$ cat src/rtl/mux_rr_rafaga.sv
// Purpose : merges NUM_CANALES show-ahead FIFO heads onto one registered word
//           stream, arbitrated round-robin with bounded bursts or by a fixed selector.
// Latency : one cycle from pop[g] to valido/salida; one word per cycle sustained.
// Backpres: lleno_destino=1 (or enb=0) suppresses every pop; valido drops, data holds.
//
// Ports:
//   clk, reset          clock and synchronous active-high reset
//   enb                 block enable
//   modo, selector      0 = round-robin with bursts, 1 = fixed channel 'selector'
//   entradas, vacios    upstream FIFO heads (channel c at [c*DATA_BITS +: DATA_BITS]) and empty flags
//   lleno_destino       destination FIFO full
//   pop                 combinational one-hot pop towards the granted FIFO (or zero)
//   salida, valido      registered output word and its new-word strobe
//   canal               channel index the word in salida came from
module mux_rr_rafaga #(
    parameter int DATA_BITS   = 4,
    parameter int NUM_CANALES = 4,
    parameter int MAX_RAFAGA  = 2,
    localparam int SEL_W      = (NUM_CANALES <= 2) ? 1 : $clog2(NUM_CANALES)
) (
    input  logic                             clk,
    input  logic                             reset,
    input  logic                             enb,
    input  logic                             modo,
    input  logic [SEL_W-1:0]                 selector,
    input  logic [NUM_CANALES*DATA_BITS-1:0] entradas,
    input  logic [NUM_CANALES-1:0]           vacios,
    input  logic                             lleno_destino,
    output logic [NUM_CANALES-1:0]           pop,
    output logic [DATA_BITS-1:0]             salida,
    output logic                             valido,
    output logic [SEL_W-1:0]                 canal
);

    localparam int CNT_W = $clog2(MAX_RAFAGA + 1);

    // Channel count widened by one bit so that modular wrap and range checks
    // never compare against a value the operand cannot hold.
    localparam logic [SEL_W:0]   N_EXT      = (SEL_W + 1)'(NUM_CANALES);
    localparam logic [CNT_W-1:0] MAX_CNT    = CNT_W'(MAX_RAFAGA);
    localparam logic [SEL_W-1:0] ULTIMO_RST = SEL_W'(NUM_CANALES - 1);

    // ------------------------------------------------------------------
    // State
    // ------------------------------------------------------------------
    logic [DATA_BITS-1:0] salida_q, salida_d;
    logic                 valido_q, valido_d;
    logic [SEL_W-1:0]     canal_q,  canal_d;
    logic [SEL_W-1:0]     ultimo_q, ultimo_d;
    logic [CNT_W-1:0]     cuenta_q, cuenta_d;

    // ------------------------------------------------------------------
    // Arbitration
    // ------------------------------------------------------------------
    logic                 permitir;
    logic                 hay_grant_rr;
    logic [SEL_W-1:0]     grant_rr;
    logic                 hay_grant_fijo;
    logic [SEL_W-1:0]     grant_fijo;
    logic                 hay_grant;
    logic [SEL_W-1:0]     grant;
    logic [SEL_W:0]       cand;
    logic [DATA_BITS-1:0] dato_sel;

    // Reset is folded in here so pop is quiet during reset regardless of the
    // other inputs.
    assign permitir = !reset && enb && !lleno_destino;

    // Round-robin: stay on the current channel while its burst budget lasts
    // and it still has data; otherwise scan forward from ultimo+1, wrapping,
    // with ultimo itself visited last. Visiting ultimo last is what lets a
    // lone non-empty channel keep streaming after its burst expires.
    always_comb begin
        hay_grant_rr = 1'b0;
        grant_rr     = ultimo_q;
        cand         = '0;
        if ((cuenta_q < MAX_CNT) && !vacios[ultimo_q]) begin
            hay_grant_rr = 1'b1;
            grant_rr     = ultimo_q;
        end else begin
            for (int i = 1; i <= NUM_CANALES; i++) begin
                cand = {1'b0, ultimo_q} + (SEL_W + 1)'(i);
                if (cand >= N_EXT) begin
                    cand = cand - N_EXT;
                end
                if (!hay_grant_rr && !vacios[cand[SEL_W-1:0]]) begin
                    hay_grant_rr = 1'b1;
                    grant_rr     = cand[SEL_W-1:0];
                end
            end
        end
    end

    // Fixed selector: a selector beyond the last channel (possible when
    // NUM_CANALES is not a power of two) never grants.
    always_comb begin
        hay_grant_fijo = 1'b0;
        grant_fijo     = selector;
        if ({1'b0, selector} < N_EXT) begin
            if (!vacios[selector]) begin
                hay_grant_fijo = 1'b1;
            end
        end
    end

    assign hay_grant = permitir && (modo ? hay_grant_fijo : hay_grant_rr);
    assign grant     = modo ? grant_fijo : grant_rr;

    // One-hot pop and the data word of the granted channel.
    always_comb begin
        pop      = '0;
        dato_sel = '0;
        for (int c = 0; c < NUM_CANALES; c++) begin
            if (grant == SEL_W'(c)) begin
                pop[c]   = hay_grant;
                dato_sel = entradas[c*DATA_BITS +: DATA_BITS];
            end
        end
    end

    // ------------------------------------------------------------------
    // Next state
    // ------------------------------------------------------------------
    // Without a grant only valido changes; everything else holds, so a
    // stalled or disabled cycle does not disturb the burst in progress.
    always_comb begin
        salida_d = salida_q;
        valido_d = 1'b0;
        canal_d  = canal_q;
        ultimo_d = ultimo_q;
        cuenta_d = cuenta_q;
        if (hay_grant) begin
            salida_d = dato_sel;
            valido_d = 1'b1;
            canal_d  = grant;
            ultimo_d = grant;
            // A re-grant after the burst budget is spent (lone channel)
            // starts a fresh burst rather than saturating.
            if ((grant == ultimo_q) && (cuenta_q < MAX_CNT)) begin
                cuenta_d = cuenta_q + CNT_W'(1);
            end else begin
                cuenta_d = CNT_W'(1);
            end
        end
    end

    // Reset state makes the first scan start at channel 0: ultimo points at
    // the last channel with its burst budget exhausted.
    always_ff @(posedge clk) begin
        if (reset) begin
            salida_q <= '0;
            valido_q <= 1'b0;
            canal_q  <= '0;
            ultimo_q <= ULTIMO_RST;
            cuenta_q <= MAX_CNT;
        end else begin
            salida_q <= salida_d;
            valido_q <= valido_d;
            canal_q  <= canal_d;
            ultimo_q <= ultimo_d;
            cuenta_q <= cuenta_d;
        end
    end

    assign salida = salida_q;
    assign valido = valido_q;
    assign canal  = canal_q;

    // ------------------------------------------------------------------
    // Invariants
    // ------------------------------------------------------------------
    a_pop_onehot : assert property (@(posedge clk) $onehot0(pop));
    a_pop_vacio  : assert property (@(posedge clk) (pop & vacios) == '0);

endmodule

$ cat config.mk
export PLATFORM = sky130hd
export DESIGN_NAME = mux_rr_rafaga
export DESIGN_NICKNAME = d
export VERILOG_FILES = /design/src/rtl/mux_rr_rafaga.sv
export SDC_FILE = /design/constraint.sdc
export NUM_CORES = 1
export LEC_CHECK = 0
export CAP_MARGIN = 5
export CORE_MARGIN = 4
export CORE_UTILIZATION = 25
export DETAILED_ROUTE_END_ITERATION = 10
export HOLD_SLACK_MARGIN = 0.08
export PLACE_DENSITY = 0.6
export SYNTH_ARGS = -nofsm -noshare
export SYNTH_HDL_FRONTEND = slang
export SYNTH_SLANG_ARGS = --single-unit
$ cat constraint.sdc
create_clock -name clk -period 3.1 [get_ports clk]
set_clock_uncertainty 0.05 [all_clocks]
set_input_delay 0.62 -clock clk [delete_from_list [all_inputs] [get_ports clk]]
set_output_delay 0.62 -clock clk [all_outputs]
set_load 0.03 [all_outputs]
==> results.toml <==
[power_and_ir_drop]
pwr-share-clk_pct = 29.2
power.share.combinational_pct = 38.5
totalPowerFinal_w = 0.000484
intPower_w = 0.000347
seqPwrFrac_pct = 32.3
power.density_cell_area_mw_per_mm2 = 312
static-leakage-power_nw = 0.679
switching_power_w = 0.000137
sw_frac_of_total_pct = 28.4
worst_ir_drop_vdd_mv = 0.189

[route]
post_drt_via_cell_ratio = 4.78
length_of_the_first_detailed_routing_pass_in_iterations = 4
drt-wirelength-per-cell_um = 13.4
drt.antenna.violating_nets = 0
drt_iter0_markers = 39
route.detailed.drc = 0
detail_route.wirelength_um = 2840
dr_total_vias = 1014

[yosys]
synth_top_family_by_area = "simple AND/OR/NAND/NOR gates"
synthMuxAreaShare_pct = 15.0
synth_xor_xnor_area_share_pct = 1.92
ys_warn_count = 0
count_of_flip_flops_with_a_built_in_enable_after_synthesis = 0
top_cells_by_area_synth = "dfxtp_1, mux2i_1, nor2_1"
synth-seq-cells = 11
synth.most_common_cell = "nor2_1"
synth_adder_area_share_pct = 0
synth.top_cells.by_count = "nor2_1, dfxtp_1, mux2i_1"
syn-mean-instance-area_um2 = 8.24
mappedNetlistNets = 138
synth_sequential_area_ratio_pct = 24.1
netlist-cell-type-count = 43
syn-instance-count = 111
yosys.area_share.simple_pct = 30.0
synth_flop_cell = "dfxtp_1"
postSynth.asyncResetShare_pct = 0
yosysTopAreaCellShare_pct = 24.1
netlist_area_um2 = 915
synthDominantAreaCellType = "dfxtp_1"
synth-compound-area-share_pct = 21.6

[finish]
syn_to_final_growth_pct = 69.8
final_nets = 194
sequential_cell_area_um2 = 220
drive_above_1_share_pct = 31.3
num-fill-cells = 333
layout.core_utilization_pct = 45.1
insertedDiodeCount = 0
multiInputGateArea_um2 = 662
layoutNonFillerInstCount = 212

[clock_tree]
cts_buffer_depth = 2
cts_root_buffer = "clkbuf_8"
postCtsHoldBufs = 0
ctsHtreeMaxLevel = 1
clock_pin_slew_reported_for_the_worst_setup_and_hold_paths_after_clock_tree_synthesis_ps = 50
cts_setup_buffers = 0
cts_num_sinks = 11
cts_inserted_buffers = 3
cts_tree = "done"
clock_insertion_delay_at_the_later_pin_of_the_skew_report_ps = 230

[worst_hold_path]
worstHoldPathType = "reg2reg"
endpoint_of_the_worst_hold_path = "cuenta_q[1]$_SDFFE_PP1N_"
worstHoldStart = "cuenta_q[1]$_SDFFE_PP1N_"
worstHoldPathCells = 2

[sta]
timing.final.max_slew_violations = 0
setup_repair_after_global_routing_missed_its_margin = "no"
fin_tns_setup_ps = 0
postLayoutSetupSlackWorst_ps = 71.6
min_period_over_period_pct = 97.7
slew_headroom_pct = 71.9
finalSetupViolations = 0
hold_viol_final = 0
min_period_ps = 3030
worst_pin_slew_ps = 421
max_freq_mhz = 330

[die]
start_util_pct = 26.6
die_w_um = 68.5
die_extent_in_y_um = 68.5
core_area_mm2 = 0.00344
dieArea_mm2 = 0.00469
rows = 21
num_io_pins = 38

[worst_setup_path]
worst-r2r-cell-count = 8
timing.critical_path.fanout_max = 9
worst_r2r_startpoint = "ultimo_q[0]$_SDFFE_PP1N_"
worst_r2r_endpoint = "salida[0]$_SDFFE_PP0N_"
crit_path_start_kind = "input pin"
worstPathRequired_ps = 2430
critPathCaptureType = "output port"
timing.reg2reg.setup_slack_ps = 520
crit_type = "in2out"
worstPathArrival_ps = 2360

[grt]
grt_use_met2_pct = 21.8
groute.layer.met3.usage_pct = 0.985
grt_use_total_pct = 12.8
global_route.peak_usage_layer = "met2"
groute.layer.met1.usage_pct = 16.2
grt_antenna_before_repair = 0
grt_start_max_net_pins = 13
first_global_vias = 1043
grt.overflow.total = 0
grt_pass1_wl_um = 4610

[placed_design]
port-buffer-count = 37
pre_cts_slack_ps = -337
routabilityCongestion = 0.836
placed_wire_length_estimate_um = 2220
placedCellCount = 208

[run_status]
outcome = "complete, no violations"

[run]
drv.max_cap_violation_count = 0
[flip-flops by register name, indices dropped and copies added (netlist names)]
| register | count |
|---|---|
| ultimo_q | 2 |
| valido | 1 |
| canal | 2 |
| salida | 4 |
| cuenta_q | 2 |
[power groups by stage]
| stage | clock (W) | combinational [W] | sequential [W] |
|---|---|---|---|
| after floorplan | 0 | 0.0000860 | 0.000169 |
| after global placement | 0 | 0.000177 | 0.000159 |
| after detailed placement | 0 | 0.000183 | 0.000159 |
| after CTS | 0.000144 | 0.000184 | 0.000156 |
| after global routing | 0.000156 | 0.000202 | 0.000157 |
| final | 0.000141 | 0.000187 | 0.000156 |
[how the worst max path moves through the flow]
| stage | from | endpoint | slack, ps | cells after the start |
|---|---|---|---|---|
| floorplan | reset | pop[0] | -1 | 5 |
| global placement | vacios[0] | pop[3] | -310 | 9 |
| detailed placement | vacios[3] | pop[3] | -340 | 7 |
| CTS | enb | pop[1] | 20 | 6 |
| global route | reset | pop[0] | 5 | 6 |
| finish | vacios[3] | pop[3] | 70 | 7 |
[layer usage]
metal  vias up  share of wire (%)  wire, µm
met5         -                  0         0
met4         0               0.67        19
met3         2                4.2       119
met2        21                 50      1420
met1       473                 45      1280
li1        518                  -         -
[cells by family (layout without fill, tap and decap cells)]
group,Yosys count,count (layout)
AOI/OAI and AO/OA,26,26
and+or+nand+nor,47,47
muxes,12,12
buffers and inverters,13,68
xor gates and xnor gates,2,2
DFF,11,11
[placed cells by master, fill, tap and decap left out, types with 2 or more instances in the layout]
master / instances
and2_4: 2
nand2b_1: 3
nor3_1: 2
dlymetal6s2s_1: 2
buf_6: 3
mux2i_1: 7
and3b_1: 2
clkdlybuf4s50_1: 24
o21bai_1: 3
dfxtp_1: 11
nor2_1: 12
a21oi_1: 3
a21bo_2: 2
and4_1: 2
mux2_2: 4
a221o_1: 2
clkbuf_8: 3
o211ai_1: 3
inv_1: 3
nand3b_1: 2
o21ai_0: 4
nand2_1: 5
a31oi_1: 2
dlygate4sd2_1: 3
nor3b_1: 4
clkdlybuf4s15_2: 3
buf_4: 25
[critical path, cell delays in order]
cell             delay, ps
clkdlybuf4s15_2        240
mux4_2                 510
or3b_4                 390
and3_4                 210
buf_4                  140
nor2_2                 110
buf_6                  140
[area by class of cell]
| type | instances | area share, % |
|---|---|---|
| clock buffer | 4 | 2.90 |
| inverter | 3 | 0.725 |
| multi-input combinational | 87 | 42.6 |
| sequential | 11 | 14.2 |
| tap | 46 | 3.71 |
| timing repair buffer | 61 | 35.9 |
[stage by stage]
step                hold WS (ps)  instance area (µm²)
floorplan                    403                  922
CTS                          440                 1530
global placement             421                 1460
finish                       438                 1550
global route                 474                 1550
detailed placement           429                 1460
[what timing repair did]
| action | 4_1_cts | 5_1_grt |
|---|---|---|
| gates resized for setup | 18 | 8 |
| endpoints found under the setup margin | 5 | 4 |
| pin swaps | 2 | 4 |
(Power assumes the default switching activity.)
